File: src/rtl/ram_fifo_ctrl_if.sv
// Push/pop stream and RAM command bundle for ram_fifo_ctrl.
// slave = FIFO controller side; master = producer, consumer and RAM side.
interface ram_fifo_ctrl_if #(
    parameter int ADDR_WIDTH = 4,
    parameter int DATA_WIDTH = 8
);
    logic                  i_push_valid;
    logic [DATA_WIDTH-1:0] i_push_data;
    logic                  o_push_ready;

    logic                  o_pop_valid;
    logic [DATA_WIDTH-1:0] o_pop_data;
    logic                  i_pop_ready;

    logic                  o_ram_valid;
    logic                  o_ram_cs;
    logic                  o_ram_wr_en;
    logic                  o_ram_rd_en;
    logic [ADDR_WIDTH-1:0] o_ram_wraddr;
    logic [ADDR_WIDTH-1:0] o_ram_raddr;
    logic [DATA_WIDTH-1:0] o_ram_wdata;
    logic [DATA_WIDTH-1:0] i_ram_rdata;
    logic                  i_ram_ready;

    modport slave (
        input  i_push_valid, i_push_data, i_pop_ready, i_ram_rdata, i_ram_ready,
        output o_push_ready, o_pop_valid, o_pop_data,
        output o_ram_valid, o_ram_cs, o_ram_wr_en, o_ram_rd_en,
        output o_ram_wraddr, o_ram_raddr, o_ram_wdata
    );

    modport master (
        output i_push_valid, i_push_data, i_pop_ready, i_ram_rdata, i_ram_ready,
        input  o_push_ready, o_pop_valid, o_pop_data,
        input  o_ram_valid, o_ram_cs, o_ram_wr_en, o_ram_rd_en,
        input  o_ram_wraddr, o_ram_raddr, o_ram_wdata
    );
endinterface

File: src/rtl/ram_fifo_ctrl.sv
// FWFT FIFO controller in front of an external 1-cycle-latency dual-port RAM.
// Optional registered almost-full watermark: define RAM_FIFO_WATERMARK_EN.
module ram_fifo_ctrl #(
    parameter int ADDR_WIDTH = 4,
    parameter int DATA_WIDTH = 8,
    parameter int AF_THRESH  = 12
) (
    input  logic                  i_clk,
    input  logic                  i_rst,
    input  logic                  i_flush,
    ram_fifo_ctrl_if.slave        bus,
    output logic [ADDR_WIDTH:0]   o_count,
    output logic                  o_full,
    output logic                  o_empty,
    output logic                  o_almost_full,
    output logic                  o_err
);
    localparam logic [ADDR_WIDTH:0] DEPTH = {1'b1, {ADDR_WIDTH{1'b0}}};
    localparam logic [ADDR_WIDTH:0] ONE   = {{ADDR_WIDTH{1'b0}}, 1'b1};

    logic [ADDR_WIDTH:0]   r_wrPtr;
    logic [ADDR_WIDTH:0]   r_rdPtr;
    logic [ADDR_WIDTH:0]   r_memCnt;
    logic [ADDR_WIDTH:0]   r_count;
    logic [1:0]            r_bufOcc;
    logic                  r_rdInflight;
    logic                  r_err;
    logic [DATA_WIDTH-1:0] r_buf0;
    logic [DATA_WIDTH-1:0] r_buf1;

    logic                  w_pushFire;
    logic                  w_popFire;
    logic                  w_rdIssue;
    logic [1:0]            w_slotsUsed;
    logic [1:0]            w_occAfterPop;
    logic [ADDR_WIDTH:0]   w_countNext;

    assign o_count = r_count;
    assign o_full  = (r_count == DEPTH);
    assign o_empty = (r_count == '0);
    assign o_err   = r_err;

    assign bus.o_push_ready = !o_full && !i_flush;
    assign bus.o_pop_valid  = (r_bufOcc != 2'd0);
    assign bus.o_pop_data   = r_buf0;

    assign w_pushFire    = i_rst && bus.i_push_valid && bus.o_push_ready;
    assign w_popFire     = i_rst && !i_flush && bus.o_pop_valid && bus.i_pop_ready;
    assign w_occAfterPop = r_bufOcc - {1'b0, w_popFire};
    // A read may only issue if its return will still fit in the 2-entry buffer.
    assign w_slotsUsed   = w_occAfterPop + {1'b0, r_rdInflight};
    assign w_rdIssue     = i_rst && !i_flush && (r_memCnt != '0) && (w_slotsUsed < 2'd2);

    assign bus.o_ram_wr_en  = w_pushFire;
    assign bus.o_ram_rd_en  = w_rdIssue;
    assign bus.o_ram_valid  = w_pushFire | w_rdIssue;
    assign bus.o_ram_cs     = w_pushFire | w_rdIssue;
    assign bus.o_ram_wraddr = i_rst ? r_wrPtr[ADDR_WIDTH-1:0] : '0;
    assign bus.o_ram_raddr  = i_rst ? r_rdPtr[ADDR_WIDTH-1:0] : '0;
    assign bus.o_ram_wdata  = i_rst ? bus.i_push_data : '0;

    always_comb begin
        w_countNext = r_count;
        if (i_flush)
            w_countNext = '0;
        else if (w_pushFire && !w_popFire)
            w_countNext = r_count + ONE;
        else if (!w_pushFire && w_popFire)
            w_countNext = r_count - ONE;
    end

    always_ff @(posedge i_clk) begin
        if (!i_rst) begin
            r_wrPtr      <= '0;
            r_rdPtr      <= '0;
            r_memCnt     <= '0;
            r_count      <= '0;
            r_bufOcc     <= 2'd0;
            r_rdInflight <= 1'b0;
            r_err        <= 1'b0;
            r_buf0       <= '0;
            r_buf1       <= '0;
        end else if (i_flush) begin
            r_wrPtr      <= '0;
            r_rdPtr      <= '0;
            r_memCnt     <= '0;
            r_count      <= '0;
            r_bufOcc     <= 2'd0;
            r_rdInflight <= 1'b0;
        end else begin
            if (w_pushFire)
                r_wrPtr <= r_wrPtr + ONE;
            if (w_rdIssue)
                r_rdPtr <= r_rdPtr + ONE;
            case ({w_pushFire, w_rdIssue})
                2'b10:   r_memCnt <= r_memCnt + ONE;
                2'b01:   r_memCnt <= r_memCnt - ONE;
                default: r_memCnt <= r_memCnt;
            endcase
            r_rdInflight <= w_rdIssue;
            r_count      <= w_countNext;
            // Head only shifts when a second word remains; otherwise it keeps the last popped value.
            if (w_popFire && (r_bufOcc == 2'd2))
                r_buf0 <= r_buf1;
            if (r_rdInflight) begin
                if (w_occAfterPop == 2'd0)
                    r_buf0 <= bus.i_ram_rdata;
                else
                    r_buf1 <= bus.i_ram_rdata;
                if (!bus.i_ram_ready)
                    r_err <= 1'b1;
            end
            r_bufOcc <= w_occAfterPop + {1'b0, r_rdInflight};
        end
    end

`ifdef RAM_FIFO_WATERMARK_EN
    logic r_almostFull;

    always_ff @(posedge i_clk) begin
        if (!i_rst)
            r_almostFull <= 1'b0;
        else
            r_almostFull <= (int'(w_countNext) >= AF_THRESH);
    end

    assign o_almost_full = r_almostFull;
`else
    logic w_unusedThresh;

    assign w_unusedThresh = (AF_THRESH != 0);
    assign o_almost_full  = 1'b0;
`endif
endmodule
File: src/flat_wrapper.sv
// flat-port wrapper written by rule: the top's interface ports become plain ports
module ram_fifo_ctrl_flat 
#(
    parameter int ADDR_WIDTH = 4,
    parameter int DATA_WIDTH = 8,
    parameter int AF_THRESH  = 12
)
  (i_clk, i_rst, i_flush, o_count, o_full, o_empty, o_almost_full, o_err, bus_i_push_valid, bus_i_push_data, bus_i_pop_ready, bus_i_ram_rdata, bus_i_ram_ready, bus_o_push_ready, bus_o_pop_valid, bus_o_pop_data, bus_o_ram_valid, bus_o_ram_cs, bus_o_ram_wr_en, bus_o_ram_rd_en, bus_o_ram_wraddr, bus_o_ram_raddr, bus_o_ram_wdata);
  ram_fifo_ctrl_if #(.ADDR_WIDTH(ADDR_WIDTH), .DATA_WIDTH(DATA_WIDTH)) bus_i ();
  input  logic i_clk;
  input  logic i_rst;
  input  logic i_flush;
  output logic [ADDR_WIDTH:0] o_count;
  output logic o_full;
  output logic o_empty;
  output logic o_almost_full;
  output logic o_err;
  input wire logic [$bits(bus_i.i_push_valid)-1:0] bus_i_push_valid;
  input wire logic [$bits(bus_i.i_push_data)-1:0] bus_i_push_data;
  input wire logic [$bits(bus_i.i_pop_ready)-1:0] bus_i_pop_ready;
  input wire logic [$bits(bus_i.i_ram_rdata)-1:0] bus_i_ram_rdata;
  input wire logic [$bits(bus_i.i_ram_ready)-1:0] bus_i_ram_ready;
  output wire logic [$bits(bus_i.o_push_ready)-1:0] bus_o_push_ready;
  output wire logic [$bits(bus_i.o_pop_valid)-1:0] bus_o_pop_valid;
  output wire logic [$bits(bus_i.o_pop_data)-1:0] bus_o_pop_data;
  output wire logic [$bits(bus_i.o_ram_valid)-1:0] bus_o_ram_valid;
  output wire logic [$bits(bus_i.o_ram_cs)-1:0] bus_o_ram_cs;
  output wire logic [$bits(bus_i.o_ram_wr_en)-1:0] bus_o_ram_wr_en;
  output wire logic [$bits(bus_i.o_ram_rd_en)-1:0] bus_o_ram_rd_en;
  output wire logic [$bits(bus_i.o_ram_wraddr)-1:0] bus_o_ram_wraddr;
  output wire logic [$bits(bus_i.o_ram_raddr)-1:0] bus_o_ram_raddr;
  output wire logic [$bits(bus_i.o_ram_wdata)-1:0] bus_o_ram_wdata;
  assign bus_i.i_push_valid = bus_i_push_valid;
  assign bus_i.i_push_data = bus_i_push_data;
  assign bus_i.i_pop_ready = bus_i_pop_ready;
  assign bus_i.i_ram_rdata = bus_i_ram_rdata;
  assign bus_i.i_ram_ready = bus_i_ram_ready;
  assign bus_o_push_ready = bus_i.o_push_ready;
  assign bus_o_pop_valid = bus_i.o_pop_valid;
  assign bus_o_pop_data = bus_i.o_pop_data;
  assign bus_o_ram_valid = bus_i.o_ram_valid;
  assign bus_o_ram_cs = bus_i.o_ram_cs;
  assign bus_o_ram_wr_en = bus_i.o_ram_wr_en;
  assign bus_o_ram_rd_en = bus_i.o_ram_rd_en;
  assign bus_o_ram_wraddr = bus_i.o_ram_wraddr;
  assign bus_o_ram_raddr = bus_i.o_ram_raddr;
  assign bus_o_ram_wdata = bus_i.o_ram_wdata;
  ram_fifo_ctrl #(.ADDR_WIDTH(ADDR_WIDTH), .DATA_WIDTH(DATA_WIDTH), .AF_THRESH(AF_THRESH)) u_core (.i_clk(i_clk), .i_rst(i_rst), .i_flush(i_flush), .bus(bus_i), .o_count(o_count), .o_full(o_full), .o_empty(o_empty), .o_almost_full(o_almost_full), .o_err(o_err));
endmodule
File: config.mk
export PLATFORM = sky130hd
export DESIGN_NAME = ram_fifo_ctrl_flat
export DESIGN_NICKNAME = d
export VERILOG_FILES = /design/src/rtl/ram_fifo_ctrl_if.sv /design/src/rtl/ram_fifo_ctrl.sv /design/src/flat_wrapper.sv
export SDC_FILE = /design/constraint.sdc
export NUM_CORES = 1
export LEC_CHECK = 0
export ABC_CLOCK_PERIOD_IN_PS = 3700
export BUFFER_PORTS_ARGS = -buffer_cell sky130_fd_sc_hd__buf_2
export CAP_MARGIN = 10
export CORE_MARGIN = 3
export CORE_UTILIZATION = 51
export CTS_CLUSTER_DIAMETER = 120
export DETAILED_ROUTE_END_ITERATION = 16
export GPL_ROUTABILITY_DRIVEN = 0
export GPL_TIMING_DRIVEN = 0
export HOLD_SLACK_MARGIN = 0.08
export PLACE_DENSITY = 0.79
export SETUP_SLACK_MARGIN = 0.1
export SLEW_MARGIN = 20
export SYNTH_ARGS = -nofsm -noshare
export SYNTH_HDL_FRONTEND = slang
export SYNTH_SLANG_ARGS = --single-unit
File: constraint.sdc
create_clock -name i_clk -period 3.7 [get_ports i_clk]
set_input_delay 0.37 -clock i_clk [delete_from_list [all_inputs] [get_ports i_clk]]
set_output_delay 0.37 -clock i_clk [all_outputs]
set_load 0.05 [all_outputs]
==> results of run 1 <==
-- worst register-to-register path, stage by stage (launching register included) --
cell and delay [ns]:
dfxtp_1 0.43, nand2b_4 0.21, nor3_4 0.05, a21o_1 0.15, ha_2 0.20, nor3b_4 0.29, nor3_4 0.10, nand2_2 0.12
clkinvlp_4 0.11, ha_4 0.19, fa_1 0.46, a21o_1 0.20, a21oi_1 0.17, xnor2_1 0.16, a21oi_1 0.09, a31o_2 0.22
-- routing by layer --
metal	global-route usage	vias to the layer above	routed length [um]
li1	-	881	-
met1	0.230	755	1950
met2	0.288	44	1940
met3	0.0319	7	224
met4	0.0787	0	76
met5	0	-	0
-- report_power, final --
part	internal, uW	leakage, uW	switching, uW	total, uW
Sequential	413	0.000307	4.74	418
Clock	188	0.0000575	143	331
Combinational	44.9	0.000886	89.2	134
-- cell families (layout without fill, tap and decap cells) --
| logic type | Yosys count | after routing | share of synthesized area |
|---|---|---|---|
| DFF | 38 | 38 | 0.368 |
| muxes | 14 | 14 | 0.0679 |
| other | 1 | 1 | 0.00182 |
| buffers and inverters | 27 | 95 | 0.0564 |
| AOI/OAI and AO/OA | 38 | 38 | 0.116 |
| xor gates and xnor gates | 13 | 13 | 0.0552 |
| adders and majority gates | 14 | 14 | 0.0921 |
| and+or+nand+nor | 81 | 81 | 0.242 |
-- cell usage in the layout (no fill, tap or decap), types with 3 or more instances in the layout --
cell type and n:
buf_2 60, dfxtp_1 38, nor2_1 24, and2_1 18, inv_1 15, mux2i_1 14
o21ai_0 10, ha_1 10, nor2b_1 9, a21oi_1 9, xnor2_1 8, a22oi_1 8
clkbuf_8 8, nand2_1 7, buf_4 5, clkbuf_1 5, xor2_1 5, nand2b_1 4
a21o_1 4, nor3_4 3
-- sequential cells by signal, indices dropped and copies added, names as in the netlist --
name,count
u_core.bus.o_pop_data,8
u_core.o_count,5
u_core.o_err,1
u_core.r_buf1,8
u_core.r_bufOcc,2
u_core.r_memCnt,5
u_core.r_rdInflight,1
u_core.r_rdPtr,4
u_core.r_wrPtr,4
-- what timing repair did --
| item | CTS | global route |
|---|---|---|
| endpoints found under the hold margin | 0 | 0 |
| buffers inserted | 0 | 1 |
| setup endpoints to repair | 0 | 1 |
-- worst max-delay path by stage --
stage,start,endpoint,slack (ns)
finish,i_rst,u_core.r_memCnt[4],0.40
global route,i_rst,u_core.r_memCnt[4],0.12
CTS,u_core.r_bufOcc[1],u_core.r_memCnt[4],0.23
detailed placement,i_rst,u_core.r_memCnt[4],-0.02
global placement,i_rst,u_core.r_memCnt[4],-0.02
floorplan,i_rst,u_core.r_memCnt[4],0.11
-- final cells by class --
class / count / area, sq um / area share
repair buffers: 60 / 303 / 0.117
inverters: 16 / 63.8 / 0.0247
well taps: 48 / 60.1 / 0.0233
flip-flops and latches: 38 / 761 / 0.295
plain buffers: 11 / 65.1 / 0.0252
clock buffers: 8 / 110 / 0.0426
multi-input cells: 161 / 1220 / 0.472
-- synthesized netlist by cell type, types with 4 or more instances --
| cell type | number |
|---|---|
| a22oi_1 | 8 |
| inv_1 | 16 |
| nor2b_1 | 10 |
| nand2b_1 | 4 |
| xnor2_1 | 8 |
| mux2i_1 | 14 |
| ha_1 | 12 |
| o21ai_0 | 10 |
| clkbuf_1 | 5 |
| a21o_1 | 4 |
| nor2_1 | 24 |
| xor2_1 | 5 |
| dfxtp_1 | 38 |
| and2_1 | 18 |
| nand2_1 | 8 |
| a21oi_1 | 9 |
-- stage by stage --
step	instances	hold WS (ns)	TNS (ns)	worst slack [ns]
after detailed placement	333	0.457	-0.0190	-0.0190
after global placement	333	0.451	-0.0206	-0.0206
after global routing	342	0.330	0	0.124
after CTS	341	0.309	0	0.227
after floorplan	226	0.441	0	0.111
final	342	0.317	0	0.403
==> out/results.tsv, run 1 <==
metric	value	unit
vias in the first global route	1575	
CTS HTree Levels	2	
power per cell area	342	nW/um^2
Max VDD drop	0.238	mV
sequential area share after synthesis	0.368	
Hold EP	u_core.bus.o_pop_data[2]	
instance count on the critical path	18	
Post-CTS Hold Fix Bufs	0	
Synth Register Bits	38	
Syn Area/Cell	9.13	sq um
post-route ant nets	0	
post-synth cell types	39	
clock slew at reported path FFs	0.07	ns
Core ar.	3770	sq um
Relative slew margins	0.650	
Core Util, Final	0.685	
maximum fanout along the worst path	10	
number of synthesized flops with an enable pin	0	
root buf cell	clkbuf_8	
vias per std cell	4.93	
global route total overflow	0	
slowest library cell on the worst path	fa_1	
placed inst area	2460	sq um
chip width	69.6	um
Hold WC Path Type	input pin to flop	
total power	883	uW
Clock Skew	0.00469	ns
nets	329	
top cell type's share of synthesized area	0.368	
Mapped Nets	262	
worst-path cell chain	buf_2, buf_2, nor2b_4, buf_6, nand2_1, a21o_1, ha_2, nor3b_4, nor3_4, nand2_2, clkinvlp_4, ha_4, fa_1, a21o_1, a21oi_1, xnor2_1, a21oi_1, a31o_2	
# DRC	0	
# port buffers	59	
die area	4850	sq um
Leak	0.00125	uW
hpwl dp	3110	um
cells taking the most area after synthesis	dfxtp_1 37%, ha_1 7.3%, mux2i_1 6.8%, and2_1 5.5%, nor2_1 4.4%	
TritonCTS clock tree	yes	
CP Capture Type	flop	
Die Ht	69.6	um
critical path class	input pin to flop	
RSZ-0062 raised after global routing	no	
Mapped Area	2060	sq um
setup slack, reg-to-reg	0.46	ns
Skew-Pair Late Insertion Delay	0.29	ns
row cnt	22	
final hold viol count	0	
initial core utilization	0.547	
Area growth syn-to-layout	25.1	%
Max stage delay on crit path	0.46	ns
worst r2r path cells	15	
initial antenna violation count	0	
I/O pin count	61	
cell taking the most area after synthesis	dfxtp_1	
Syn. warnings	0	
Bufs on Longest Clock Path	2	
Top FF cell, synth	dfxtp_1	
Peak Freq	0.303	GHz
Crit Reg-Reg Endpoint	u_core.r_memCnt[4]	
outcome	finished clean	
worst hold path depth	3	
Tcrit/Tclk final	0.891	
fraction of registers with async set/reset	0	
TritonRoute pass-1 iters	4	
Synth Instances	226	
proportion of layout cells with a drive suffix above 1	0.310	
Top delay family on crit path	compound AO/OA/AOI/OAI gates	
routed wire length	4190	um
first-pass GRT wire length	7000	um
CP required	3.89	ns
pin count of the biggest net entering global routing	12	
ANT cells	0	
fin crit period	3.30	ns
CTS Sinks	38	
Post-Layout Inst Area	2580	sq um
Max-cap violations	0	
final setup vio count	0	
CTS resizes	0	
fin. max-slew vios	0	
Slew @ Worst Pin	0.520	ns
Worst setup SP type	input pin	
initial DRC count	36	
DR WL/cell	12.2	um
Crit Reg-Reg Startpoint	u_core.r_bufOcc[0]	
routed vias	1687	
clock buffer count from CTS	5	
Tot GR Track Use	0.178	
Critical Path AT	3.48	ns
CP Buf/Inv Count	4	
hold path start	bus_i_ram_rdata[2]	
# fillers	310	
(Power assumes the default switching activity.)
==> inputs of run 2 (changes only) <==
--- a/config.mk
+++ b/config.mk
@@ -6,9 +6,9 @@
 export NUM_CORES = 1
 export LEC_CHECK = 0
 export ABC_CLOCK_PERIOD_IN_PS = 3700
-export BUFFER_PORTS_ARGS = -buffer_cell sky130_fd_sc_hd__buf_2
+export BUFFER_PORTS_ARGS = -buffer_cell sky130_fd_sc_hd__buf_4
 export CAP_MARGIN = 10
-export CORE_MARGIN = 3
+export CORE_MARGIN = 2
 export CORE_UTILIZATION = 51
 export CTS_CLUSTER_DIAMETER = 120
 export DETAILED_ROUTE_END_ITERATION = 16
==> run 2 against run 1 <==
  * Sequential cell count stayed put
  * Largest power group unchanged
  * Global-route usage is 3.2 points higher
  * Cell area is 4.5% higher
  * First-iteration DRC count is 42% higher
==> out/results.tsv, run 2 (synthesis results as in run 1) <==
metric	value	unit
outcome	finished clean	
CP required	3.89	ns
CTS Sinks	38	
Tcrit/Tclk final	0.899	
initial DRC count	51	
initial antenna violation count	0	
critical path class	input pin to flop	
# DRC	0	
met3 Usage GRT	0.0583	
fin crit period	3.33	ns
TritonRoute pass-1 iters	5	
CTS HTree Levels	2	
routed vias	1692	
Core Util, Final	0.685	
root buf cell	clkbuf_8	
placed inst area	2620	sq um
Slew @ Worst Pin	0.499	ns
nets	329	
Critical Path AT	3.51	ns
clock buffer count from CTS	5	
Die Ht	67.6	um
vias per std cell	4.93	
clock slew at reported path FFs	0.07	ns
I/O pin count	61	
pin count of the biggest net entering global routing	11	
Core ar.	3940	sq um
ANT cells	0	
die area	4570	sq um
final setup vio count	0	
post-route ant nets	0	
# port buffers	59	
vias in the first global route	1619	
Worst Hold Slack	0.313	ns
chip width	67.6	um
maximum fanout along the worst path	10	
CP Capture Type	flop	
Post-CTS Hold Fix Bufs	0	
most common cell after layout, fill and taps aside	buf_4	
Max VDD drop	0.193	mV
Area growth syn-to-layout	30.7	%
M1 GR Usage	0.254	
RSZ-0062 raised after global routing	no	
global route total overflow	0	
Post-Layout Inst Area	2700	sq um
busiest layer in global routing	met2	
Fin Setup TNS	0	ns
# fillers	332	
Leak	0.00125	uW
first-pass GRT wire length	7160	um
hpwl dp	3340	um
TritonCTS clock tree	yes	
proportion of layout cells with a drive suffix above 1	0.300	
Hold WC Path Type	input pin to flop	
met2 Usage GRT	0.353	
power per cell area	308	nW/um^2
initial core utilization	0.524	
Worst setup SP type	input pin	
total power	833	uW
final hold viol count	0	
Tot GR Track Use	0.209	
Max-cap violations	0	
Relative slew margins	0.667	
Peak Freq	0.301	GHz
Bufs on Longest Clock Path	2	
DR WL/cell	12.7	um
routed wire length	4350	um
row cnt	23	
commonest non-fill, non-tap cells in the layout	64 x buf_4, 38 x dfxtp_1, 24 x nor2_1, 18 x and2_1, 15 x inv_1	
Skew-Pair Late Insertion Delay	0.29	ns
fin. max-slew vios	0	
Clock Skew	0.00381	ns
==> run 2: per-layer routing <==
metal / wire length, um / share of wire
met4: 58 / 0.013
met2: 2110 / 0.48
met5: 0 / 0
met1: 1930 / 0.44
met3: 254 / 0.058
==> run 2: final timing paths <==
| kind | slack, ns | cells after the start | endpoint | start |
|---|---|---|---|---|
| max | 0.37 | 18 | u_core.r_memCnt[4] | i_rst |
| min | 0.31 | 3 | u_core.bus.o_pop_data[2] | bus_i_ram_rdata[2] |
| max reg2reg | 0.42 | 15 | u_core.r_memCnt[4] | u_core.r_bufOcc[0] |
| min reg2reg | 0.47 | 2 | u_core.bus.o_pop_data[5] | u_core.bus.o_pop_data[5] |
==> run 2: repair_timing <==
action | CTS | global route
endpoints found under the setup margin | 0 | 1
buffers inserted | 0 | 1
resized for setup | 0 | 0
==> run 2: power breakdown <==
group	leakage, uW	total, uW	switching, uW	internal, uW
registers	0.000307	418	5.11	413
logic	0.000908	148	89.7	57.9
clock network	0.0000383	266	137	130
total	0.00125	833	232	601
==> run 2: area by class of cell <==
class / instances / area [sq um] / share of cell area
Timing Repair Buffer: 60 / 450 / 0.167
Buffer: 11 / 65.1 / 0.0241
Sequential cell: 38 / 761 / 0.282
Tap cell: 50 / 62.6 / 0.0232
Clock buffer: 7 / 76.3 / 0.0283
Inverter: 16 / 63.8 / 0.0236
Multi-Input combinational cell: 161 / 1220 / 0.452
==> run 2: metrics by stage <==
step | cells | worst slack, ns
2_1_floorplan | 226 | 0.111
3_3_place_gp | 335 | 0.00774
3_5_place_dp | 335 | -0.0319
4_1_cts | 342 | 0.181
5_1_grt | 343 | 0.168
6_report | 343 | 0.372
==> run 2: critical path, cell delays in order <==
cell        delay, ns
buf_4            0.08
buf_2            0.17
nor2b_4          0.18
buf_6            0.14
nand2_1          0.06
a21o_1           0.18
ha_2             0.20
nor3b_4          0.29
nor3_4           0.10
nand2_2          0.12
clkinvlp_4       0.12
ha_4             0.20
fa_1             0.46
a21o_1           0.20
a21oi_1          0.17
xnor2_1          0.16
a21oi_1          0.10
a31o_2           0.22
